===== config.mk =====
export PLATFORM = sky130hd
export DESIGN_NAME = vga_sync_decoder_flat
export DESIGN_NICKNAME = d
export VERILOG_FILES = /design/src/rtl/vga_sync_decoder_if.sv /design/src/rtl/vga_sync_decoder.sv /design/src/flat_wrapper.sv
export SDC_FILE = /design/constraint.sdc
export NUM_CORES = 1
export LEC_CHECK = 0
export CAP_MARGIN = 40
export CORE_MARGIN = 3
export CORE_UTILIZATION = 56
export CTS_CLUSTER_SIZE = 10
export DETAILED_ROUTE_END_ITERATION = 10
export PLACE_DENSITY = 0.8
export SLEW_MARGIN = 0
export SYNTH_ARGS = -nofsm -noshare
export SYNTH_HDL_FRONTEND = slang
export SYNTH_SLANG_ARGS = --single-unit

===== constraint.sdc =====
create_clock -name dot_clk -period 2.71 [get_ports dot_clk]
set_input_delay 0.813 -clock dot_clk [delete_from_list [all_inputs] [get_ports dot_clk]]
set_output_delay 0.813 -clock dot_clk [all_outputs]
set_load 0.02 [all_outputs]

===== src/rtl/vga_sync_decoder_if.sv =====
`default_nettype none
// +---------------------------------------------------------------------------+
// | vga_sync_decoder_if                                                       |
// | Sync inputs and recovered timing/coordinate outputs of vga_sync_decoder.  |
// | Revision: 1.0                                                             |
// +---------------------------------------------------------------------------+
interface vga_sync_decoder_if;
  logic        hsync_in;
  logic        vsync_in;
  logic        locked;
  logic        line_start;
  logic        frame_start;
  logic [9:0]  x;
  logic [9:0]  y;
  logic        visible;
  logic [11:0] h_period;
  logic [10:0] v_lines;

  modport master (
    output hsync_in, vsync_in,
    input  locked, line_start, frame_start, x, y, visible, h_period, v_lines
  );

  modport slave (
    input  hsync_in, vsync_in,
    output locked, line_start, frame_start, x, y, visible, h_period, v_lines
  );
endinterface
`default_nettype wire


===== src/rtl/vga_sync_decoder.sv =====
`default_nettype none
// +---------------------------------------------------------------------------+
// | vga_sync_decoder                                                          |
// | Locks to an incoming hsync/vsync stream and recovers pixel coordinates.   |
// | Revision: 1.0                                                             |
// +---------------------------------------------------------------------------+
module vga_sync_decoder #(
  parameter int H_TOTAL     = 800,
  parameter int V_TOTAL     = 525,
  parameter int H_BACK      = 144,
  parameter int V_BACK      = 35,
  parameter int H_VISIBLE   = 640,
  parameter int V_VISIBLE   = 480,
  parameter int H_TOL       = 0,
  parameter int LOCK_FRAMES = 2,
  parameter bit HSYNC_POL   = 1'b0,
  parameter bit VSYNC_POL   = 1'b0
) (
  input wire                dot_clk,
  input wire                reset_n,
  vga_sync_decoder_if.slave bus
);

  typedef enum logic [1:0] {
    ST_SEARCH  = 2'd0,
    ST_MEASURE = 2'd1,
    ST_LOCKED  = 2'd2
  } state_t;

  localparam logic [12:0] c_h_total = 13'(H_TOTAL);
  localparam logic [12:0] c_h_tol   = 13'(H_TOL);
  localparam logic [11:0] c_v_total = 12'(V_TOTAL);
  localparam logic [11:0] c_h_back  = 12'(H_BACK);
  localparam logic [11:0] c_h_end   = 12'(H_BACK + H_VISIBLE);
  localparam logic [10:0] c_v_back  = 11'(V_BACK);
  localparam logic [10:0] c_v_end   = 11'(V_BACK + V_VISIBLE);
  localparam logic [7:0]  c_lock    = 8'(LOCK_FRAMES);

  state_t      state_q, state_d;
  logic [7:0]  good_cnt_q, good_cnt_d;
  // [0] metastability flop, [1] synchronised level, [2] previous level
  logic [2:0]  hs_pipe_q, vs_pipe_q;
  logic [11:0] h_count_q, h_period_q;
  logic [10:0] v_count_q, v_lines_q;
  logic        vs_pend_q, frame_ok_q;
  logic        line_start_q, frame_start_q, visible_q;
  logic [9:0]  x_q, y_q;

  logic        w_hs_lead, w_vs_lead, w_boundary;
  logic        w_h_sat, w_v_sat, w_line_ok, w_frame_good, w_in_win;
  logic [12:0] w_h_len;
  logic [11:0] w_v_len;
  logic [7:0]  w_good_inc;

  assign w_hs_lead = (hs_pipe_q[1] == HSYNC_POL) && (hs_pipe_q[2] != HSYNC_POL);
  assign w_vs_lead = (vs_pipe_q[1] == VSYNC_POL) && (vs_pipe_q[2] != VSYNC_POL);
  // A vsync edge is held pending until the line it falls in ends.
  assign w_boundary = w_hs_lead && (vs_pend_q || w_vs_lead);

  assign w_h_sat = &h_count_q;
  assign w_v_sat = &v_count_q;
  assign w_h_len = {1'b0, h_count_q} + 13'd1;
  assign w_v_len = {1'b0, v_count_q} + 12'd1;
  assign w_line_ok = (w_h_len >= c_h_total) ? ((w_h_len - c_h_total) <= c_h_tol)
                                            : ((c_h_total - w_h_len) <= c_h_tol);
  assign w_frame_good = frame_ok_q && (w_v_len == c_v_total);
  assign w_good_inc   = good_cnt_q + 8'd1;
  assign w_in_win = (state_q == ST_LOCKED) &&
                    (h_count_q >= c_h_back) && (h_count_q < c_h_end) &&
                    (v_count_q >= c_v_back) && (v_count_q < c_v_end);

  always_ff @(posedge dot_clk or negedge reset_n) begin
    if (!reset_n) begin
      state_q    <= ST_SEARCH;
      good_cnt_q <= '0;
    end else begin
      state_q    <= state_d;
      good_cnt_q <= good_cnt_d;
    end
  end

  always_comb begin
    state_d    = state_q;
    good_cnt_d = good_cnt_q;
    case (state_q)
      ST_SEARCH: begin
        if (w_boundary) begin
          state_d    = ST_MEASURE;
          good_cnt_d = '0;
        end
      end
      ST_MEASURE: begin
        if (w_h_sat) begin
          state_d = ST_SEARCH;
        end else if (w_boundary) begin
          if (w_frame_good) begin
            good_cnt_d = w_good_inc;
            if (w_good_inc == c_lock) state_d = ST_LOCKED;
          end else begin
            good_cnt_d = '0;
          end
        end
      end
      ST_LOCKED: begin
        if (w_h_sat || (w_hs_lead && !w_line_ok) || (w_boundary && !w_frame_good))
          state_d = ST_SEARCH;
      end
      default: state_d = ST_SEARCH;
    endcase
  end

  always_ff @(posedge dot_clk or negedge reset_n) begin
    if (!reset_n) begin
      hs_pipe_q     <= '0;
      vs_pipe_q     <= '0;
      h_count_q     <= '0;
      h_period_q    <= '0;
      v_count_q     <= '0;
      v_lines_q     <= '0;
      vs_pend_q     <= 1'b0;
      frame_ok_q    <= 1'b0;
      line_start_q  <= 1'b0;
      frame_start_q <= 1'b0;
      visible_q     <= 1'b0;
      x_q           <= '0;
      y_q           <= '0;
    end else begin
      hs_pipe_q <= {hs_pipe_q[1:0], bus.hsync_in};
      vs_pipe_q <= {vs_pipe_q[1:0], bus.vsync_in};

      if (w_hs_lead)     h_count_q <= '0;
      else if (!w_h_sat) h_count_q <= h_count_q + 12'd1;
      if (w_hs_lead)     h_period_q <= w_h_sat ? h_count_q : w_h_len[11:0];

      if (w_boundary) begin
        v_lines_q <= w_v_sat ? v_count_q : w_v_len[10:0];
        v_count_q <= '0;
      end else if (w_hs_lead && !w_v_sat) begin
        v_count_q <= v_count_q + 11'd1;
      end

      vs_pend_q <= w_hs_lead ? 1'b0 : (vs_pend_q | w_vs_lead);

      if (w_boundary)                   frame_ok_q <= 1'b1;
      else if (w_hs_lead && !w_line_ok) frame_ok_q <= 1'b0;

      line_start_q  <= w_hs_lead;
      frame_start_q <= w_boundary;
      visible_q     <= w_in_win;
      x_q           <= w_in_win ? 10'(h_count_q - c_h_back) : '0;
      y_q           <= w_in_win ? 10'(v_count_q - c_v_back) : '0;
    end
  end

  assign bus.locked      = (state_q == ST_LOCKED);
  assign bus.line_start  = line_start_q;
  assign bus.frame_start = frame_start_q;
  assign bus.visible     = visible_q;
  assign bus.x           = x_q;
  assign bus.y           = y_q;
  assign bus.h_period    = h_period_q;
  assign bus.v_lines     = v_lines_q;

endmodule
`default_nettype wire


===== src/flat_wrapper.sv =====
// flat-port wrapper written by rule: the top's interface ports become plain ports
module vga_sync_decoder_flat 
#(
  parameter int H_TOTAL     = 800,
  parameter int V_TOTAL     = 525,
  parameter int H_BACK      = 144,
  parameter int V_BACK      = 35,
  parameter int H_VISIBLE   = 640,
  parameter int V_VISIBLE   = 480,
  parameter int H_TOL       = 0,
  parameter int LOCK_FRAMES = 2,
  parameter bit HSYNC_POL   = 1'b0,
  parameter bit VSYNC_POL   = 1'b0
)
  (dot_clk, reset_n, bus_hsync_in, bus_vsync_in, bus_locked, bus_line_start, bus_frame_start, bus_x, bus_y, bus_visible, bus_h_period, bus_v_lines);
  vga_sync_decoder_if bus_i ();
  input wire dot_clk;
  input wire reset_n;
  input wire logic [$bits(bus_i.hsync_in)-1:0] bus_hsync_in;
  input wire logic [$bits(bus_i.vsync_in)-1:0] bus_vsync_in;
  output wire logic [$bits(bus_i.locked)-1:0] bus_locked;
  output wire logic [$bits(bus_i.line_start)-1:0] bus_line_start;
  output wire logic [$bits(bus_i.frame_start)-1:0] bus_frame_start;
  output wire logic [$bits(bus_i.x)-1:0] bus_x;
  output wire logic [$bits(bus_i.y)-1:0] bus_y;
  output wire logic [$bits(bus_i.visible)-1:0] bus_visible;
  output wire logic [$bits(bus_i.h_period)-1:0] bus_h_period;
  output wire logic [$bits(bus_i.v_lines)-1:0] bus_v_lines;
  assign bus_i.hsync_in = bus_hsync_in;
  assign bus_i.vsync_in = bus_vsync_in;
  assign bus_locked = bus_i.locked;
  assign bus_line_start = bus_i.line_start;
  assign bus_frame_start = bus_i.frame_start;
  assign bus_x = bus_i.x;
  assign bus_y = bus_i.y;
  assign bus_visible = bus_i.visible;
  assign bus_h_period = bus_i.h_period;
  assign bus_v_lines = bus_i.v_lines;
  vga_sync_decoder #(.H_TOTAL(H_TOTAL), .V_TOTAL(V_TOTAL), .H_BACK(H_BACK), .V_BACK(V_BACK), .H_VISIBLE(H_VISIBLE), .V_VISIBLE(V_VISIBLE), .H_TOL(H_TOL), .LOCK_FRAMES(LOCK_FRAMES), .HSYNC_POL(HSYNC_POL), .VSYNC_POL(VSYNC_POL)) u_core (.dot_clk(dot_clk), .reset_n(reset_n), .bus(bus_i));
endmodule

==> results of run 1 <==
cells in the mapped netlist, drive strengths merged (3+ instances only):
library cell / number
a21o: 3
a21oi: 12
a31oi: 12
and2: 8
and3: 7
buf: 13
clkbuf: 17
dfrtp: 87
ha: 12
inv: 15
mux2i: 3
nand2: 56
nand2b: 7
nand3: 17
nand4: 5
nor2: 68
nor2b: 7
nor3: 12
nor3b: 3
nor4: 3
o211ai: 3
o21ai: 48
o31ai: 4
or3: 4
xnor2: 23
xor2: 10
final timing paths:
check | start | to | cells past startpoint
max | u_core.state_q[0] | bus_locked | 2
min | u_core.vs_pipe_q[0] | u_core.vs_pipe_q[1] | 0
max reg2reg | u_core.h_count_q[0] | u_core.state_q[1] | 11
min reg2reg | u_core.vs_pipe_q[0] | u_core.vs_pipe_q[1] | 0
max in group asynchronous | reset_n | u_core.h_count_q[7] | 2
min in group asynchronous | reset_n | u_core.bus.x[9] | 1
cell families after synthesis:
family,after synthesis
buffers and inverters,46
multiplexers,4
AND/OR/NAND/NOR,206
adder cells (fa/ha/maj),12
AO/OA/AOI/OAI,98
XOR/XNOR,33
flip-flops,87
routing by layer:
layer / vias to the layer above / GRT usage [%]
met2: 166 / 38.19
met4: 0 / 9.014
met3: 17 / 4.499
met1: 1789 / 37.03
li1: 1777 / -
met5: - / 0
metrics by stage:
stage	setup slack, ns	instances	setup TNS (ns)	hold slack, ns
after global routing	-0.02089	647	-0.02089	0.3765
after global placement	0.1754	630	0	0.3324
after detailed placement	0.04996	630	0	0.3347
after CTS	0.03282	645	0	0.3555
after floorplan	0.2504	486	0	0.3312
final	0.09694	647	0	0.3555
sequential cells by signal (all words and copies together), names as in the netlist:
name                    cells
u_core.frame_ok_q           1
u_core.vs_pend_q            1
u_core.v_count_q           11
u_core.bus.frame_start      1
u_core.bus.h_period        12
u_core.bus.v_lines         11
u_core.hs_pipe_q            3
u_core.h_count_q           12
u_core.bus.visible          1
u_core.vs_pipe_q            3
u_core.good_cnt_q           8
u_core.bus.line_start       1
u_core.state_q              2
u_core.bus.y               10
u_core.bus.x               10
critical path: cells and delay by family, from the launching register on:
family / cells / cell delay, ns
DFF: 1 / 0.43
buffers and inverters: 1 / 0.69
and+or+nand+nor: 1 / 0.33
report_power, final:
group          switching [mW]  total (mW)  internal, mW  leakage [nW]
Combinational           0.432       0.743         0.311          1.10
Sequential             0.0799        1.49          1.41          1.16
Clock                   0.481       0.908         0.428        0.0961
Total                   0.993        3.14          2.14          2.36
cell type report:
type,instances,area [µm²]
well taps,99,123.9
clock buffers,9,123.9
repair buffers,77,713.2
fillers,549,2121
multi-input cells,353,2093
clock inverters,6,68.82
flip-flops and latches,87,2180
inverters,16,62.56
timing repair:
item	4_1_cts	5_1_grt
setup endpoints to repair	0	2
resized for setup	0	4
setup buffers	0	2
==> summary.txt, run 1 <==
initial antenna violation count: 0
fin crit share: 96.42%
Cell Chain, Critical Path: nor2b_1, clkdlybuf4s50_1
yosys warns: 0
Max-slew headroom: 52.20%
sequential element share of the synthesized area: 48.84%
run status: finished, final reports clean
Worst EP arrival: 1.80 ns
Leakage: 2.356 nW
crit path capture type: output port
Synth Area in Simple Gates: 22.28%
wire length on met3: 859 µm
vias in the first global route: 3591
first-pass GRT wire length: 17800 µm
mux share of post-synthesis cell area: 0.9262%
# IOs: 51
# DRC: 0
Syn Area/Cell: 9.173 µm²
largest family of logic cells by synthesized area: simple AND/OR/NAND/NOR gates
final WL: 10790 µm
ranking of synthesized cells by area: dfrtp_1 (49%), nor2_1 (5.7%), o21ai_0 (5.4%)
Hold Buf Count CTS: 0
Mapped Cells: 486
clock sinks: 87
Final HPWL DP: 7894 µm
critical-path maximum fanout: 5
clk slew on worst S/H paths: 0.09 ns
pwr dens: 584.8 nW/µm²
die area: 9068 µm²
layout cells sized above 1: 10.58%
Final Hold Viols: 0
Fin Clk Skew: 0.01593 ns
WP data required: 1.90 ns
Worst setup SP type: flop
Antenna diodes: 0
Slowest-stage cell, CP: clkdlybuf4s50_1
Initial Utilization: 59.55%
routed len/inst: 16.68 µm
First-pass DRT Iterations: 5
DR vias/cell: 5.794
CTS H-Tree Depth: 3
most frequent cells in the layout: dfrtp_1 (85), nor2_1 (68), nand2_1 (56)
total power: 3.138 mW
max incr delay on CP: 0.69 ns
Final #Nets: 560
design area: 5365 µm²
worst-margin pin slew: 0.7095 ns
Max Used Layer: met4
mapped cell area: 4458 µm²
Die Span Y: 95.23 µm
GRT Util Overall: 25.42%
commonest non-fill, non-tap cell in the layout: dfrtp_1
vias: 3749
Die Wd: 95.23 µm
Mapped Nets: 502
final core occ: 71.67%
Synth async-reset ratio: 100.0%
Metal-1 WL: 4946 µm
clock latency at the later pin of the worst-skew pair: 0.36 ns
Setup CP Type: reg2out
Cell Rows: 31
max-slew violations: 0
Yosys cell types: 57
grt total ovfl: 0
GP Congestion: 0.9496
Yosys top cell area share: 48.84%
max cap viols: 0
post-synth top area cell: dfrtp_1
FF-to-FF setup slack: 0.12 ns
Clock Path Buffers: 2
Adder-Cell Fraction of Synth Area: 3.368%
largest net degree at the start of global routing: 44
placed cell areas: 5142 µm²
I/O Buffers: 50
HP Class: reg2reg
Setup Viol. Count Final: 0
total core area: 7486 µm²
CTS root buf: clkbuf_8
Compound-Gate Fraction of Synth Area: 13.19%
XOR/XNOR share of the synthesized area: 6.904%
EDFF count, synth: 0
total CTS buffers: 9
most common flop cell mapped by yosys: dfrtp_1
VDD IR max: 0.0004408 V
count of state elements after synthesis: 87
Max Freq: 0.3827 GHz
wire length on met2: 4791 µm
CTS tree: yes
Routed Antenna Nets: 0
drt initial violations: 321
P&R area growth vs syn: 20.35%
fin crit period: 2.613 ns
Note: power is estimated with default switching activity, not from simulation.
==> run 2: changes to the inputs <==
--- a/config.mk
+++ b/config.mk
@@ -5,6 +5,7 @@
 export SDC_FILE = /design/constraint.sdc
 export NUM_CORES = 1
 export LEC_CHECK = 0
+export ABC_AREA = 1
 export CAP_MARGIN = 40
 export CORE_MARGIN = 3
 export CORE_UTILIZATION = 56
==> summary.txt, run 2 <==
P&R area growth vs syn: 18.78%
drt initial violations: 224 (-30%)
most common cell in the netlist: nand2_1
Antenna diodes: 0 (unchanged)
count of state elements after synthesis: 87 (unchanged)
pwr dens: 628.6 nW/µm² (+7.5%)
CTS H-Tree Depth: 3 (unchanged)
largest net degree at the start of global routing: 56 (+27%)
CTS root buf: clkbuf_8
FF-to-FF setup slack: 0.20 ns (+0.08 ns)
die area: 8875 µm² (-2.1%)
Hold Slack: 0.3583 ns (+0.002787 ns)
Hold Buf Count CTS: 0 (unchanged)
crit path capture type: flop
hold path startpoint: u_core.vs_pipe_q[0]
Worst setup SP type: flop
grt total ovfl: 0 (unchanged)
most common flop cell mapped by yosys: dfrtp_1
Fin Clk Skew: 0.01177 ns (-0.004152 ns)
HP Class: reg2reg
WP data required: 2.96 ns (+1.06 ns)
max cap viols: 0 (unchanged)
Reg2Reg Capture Point: u_core.state_q[1]
GRT Util Overall: 23.03% (-2.4 points)
routed len/inst: 13.73 µm (-18%)
CTS tree: yes
EDFF count, synth: 0 (unchanged)
mapped cell area: 4357 µm² (-2.3%)
Fin Setup TNS: 0 ns (unchanged)
initial antenna violation count: 0 (unchanged)
Routed Antenna Nets: 0 (unchanged)
critical-path maximum fanout: 5 (unchanged)
Mapped Nets: 528 (+5.2%)
vias: 3587 (-4.3%)
total core area: 7408 µm² (-1.0%)
layout cells sized above 1: 10.82% (+0.24 points)
run status: finished, final reports clean
Initial Utilization: 58.81% (-0.74 points)
synth cell count leaders: nand2_1 (95), dfrtp_1 (87), nor2_1 (79)
yosys warns: 0 (unchanged)
first-pass GRT wire length: 15840 µm (-11%)
Max-slew headroom: 53.92% (+1.7 points)
worst r2r path cells: 20 (+9)
Syn Area/Cell: 8.509 µm² (-7.2%)
# IOs: 51 (unchanged)
Setup CP Type: reg2reg
Yosys top cell area share: 49.97% (+1.1 points)
Setup crit start: u_core.h_count_q[0]
Mapped Cells: 512 (+5.3%)
ranking of synthesized cells by area: dfrtp_1 (50%), nand2_1 (8.2%), nor2_1 (6.8%)
Final HPWL DP: 6783 µm (-14%)
worst-margin pin slew: 0.6912 ns (-0.01830 ns)
Die Wd: 94.21 µm (-1.1%)
final WL: 9228 µm (-14%)
placed cell areas: 4961 µm² (-3.5%)
# DRC: 0 (unchanged)
Leakage: 2.545 nW (+8.0%)
fin crit period: 2.508 ns (-0.1050 ns)
vias in the first global route: 3393 (-5.5%)
Hold Path Depth: 0 (unchanged)
Yosys cell types: 38 (-33%)
First-pass DRT Iterations: 5 (unchanged)
max-slew violations: 0 (unchanged)
sequential element share of the synthesized area: 49.97% (+1.1 points)
hold path endpoint: u_core.vs_pipe_q[1]
Setup Viol. Count Final: 0 (unchanged)
Final Hold Viols: 0 (unchanged)
GP Congestion: 0.8879 (-6.5%)
Synth async-reset ratio: 100.0% (unchanged)
Reg2Reg Launch Point: u_core.h_count_q[0]
Clock Path Buffers: 2 (unchanged)
design area: 5175 µm² (-3.5%)
total CTS buffers: 9 (unchanged)
Die Span Y: 94.21 µm (-1.1%)
clock sinks: 87 (unchanged)
Cell Rows: 31 (unchanged)
most frequent cells in the layout: nand2_1 (95), dfrtp_1 (84), nor2_1 (79)
Max Freq: 0.3987 GHz (+4.2%)
DR vias/cell: 5.338 (-7.9%)
fin crit share: 92.55% (-3.9 points)
Final #Nets: 584 (+4.3%)
clock latency at the later pin of the worst-skew pair: 0.37 ns (about the same)
post-synth top area cell: dfrtp_1
I/O Buffers: 50 (unchanged)
total power: 3.253 mW (+3.7%)
commonest non-fill, non-tap cell in the layout: nand2_1
Worst EP arrival: 2.76 ns (+0.96 ns)
VDD IR max: 0.0003864 V (-12%)
clk slew on worst S/H paths: 0.09 ns (about the same)
==> run 2: worst max-delay path by stage <==
stage,slack [ns],cells past startpoint,to
6_report,0.20,20,u_core.state_q[1]
5_1_grt,-0.02,20,u_core.state_q[0]
4_1_cts,0.08,20,u_core.state_q[0]
3_5_place_dp,0.1,20,u_core.state_q[0]
3_3_place_gp,0.27,16,u_core.state_q[0]
2_1_floorplan,0.39,16,u_core.state_q[0]
==> run 2: routing by layer <==
layer  share of wire (%)  up-vias  global-route usage (%)
met5                   0        -                       0
met1                  47     1707                   32.33
met3                 4.9       20                   4.087
met2                  46      112                   34.93
li1                    -     1748                       -
met4                 2.2        0                   10.35
==> run 2: cells by family after synthesis <==
kind of cell,Yosys count,synth area share (%)
flip-flops,87,49.97
buffers and inverters,78,7.122
adder cells (fa/ha/maj),12,3.446
AO/OA/AOI/OAI,66,8.673
AND/OR/NAND/NOR,248,25.96
XOR/XNOR,21,4.825
==> run 2: metrics by stage <==
| stage | util (%) | std cells | worst slack (ns) |
|---|---|---|---|
| floorplan | - | 512 | 0.3904 |
| global placement | 66.97 | 654 | 0.2672 |
| detailed placement | 66.97 | 654 | 0.09598 |
| CTS | 69.31 | 670 | 0.07701 |
| global route | 69.85 | 672 | -0.02143 |
| finish | 69.85 | 672 | 0.2020 |
==> run 2: what timing repair did <==
item,in CTS,in global routing
resized for setup,0,6
endpoints found under the setup margin,0,6
buffers inserted,0,2
==> run 2: layout make-up <==
cell class                 instances  area [µm²]
clock buffer                      10       127.6
clock inverter                     6       46.29
fill                             576        2233
inverter                          66       255.2
multi-input combinational        347        1891
sequential                        87        2181
tap                               99       123.9
timing repair buffer              57       550.5
==> run 2: power by group <==
part           leakage (nW)  total (mW)  switching [mW]  internal (mW)
Clock                0.0829       0.808           0.471          0.337
Combinational          1.31       0.863           0.540          0.323
Sequential             1.15        1.58           0.143           1.44
Total                  2.55        3.25            1.15           2.10
==> run 2: critical path, stage by stage (launching register included) <==
cell	delay [ns]
dfrtp_2	0.43
ha_2	0.23
nand2_1	0.13
nor2_8	0.17
xor2_4	0.20
inv_1	0.08
ha_1	0.20
inv_1	0.05
nor2_1	0.04
nand2_1	0.12
nand2_1	0.08
nand2_1	0.07
nand2_1	0.05
inv_1	0.04
nand2_1	0.04
nor2_1	0.08
nand3_1	0.08
nand2_2	0.08
nand2_2	0.07
nand3_1	0.08
nand2_1	0.07
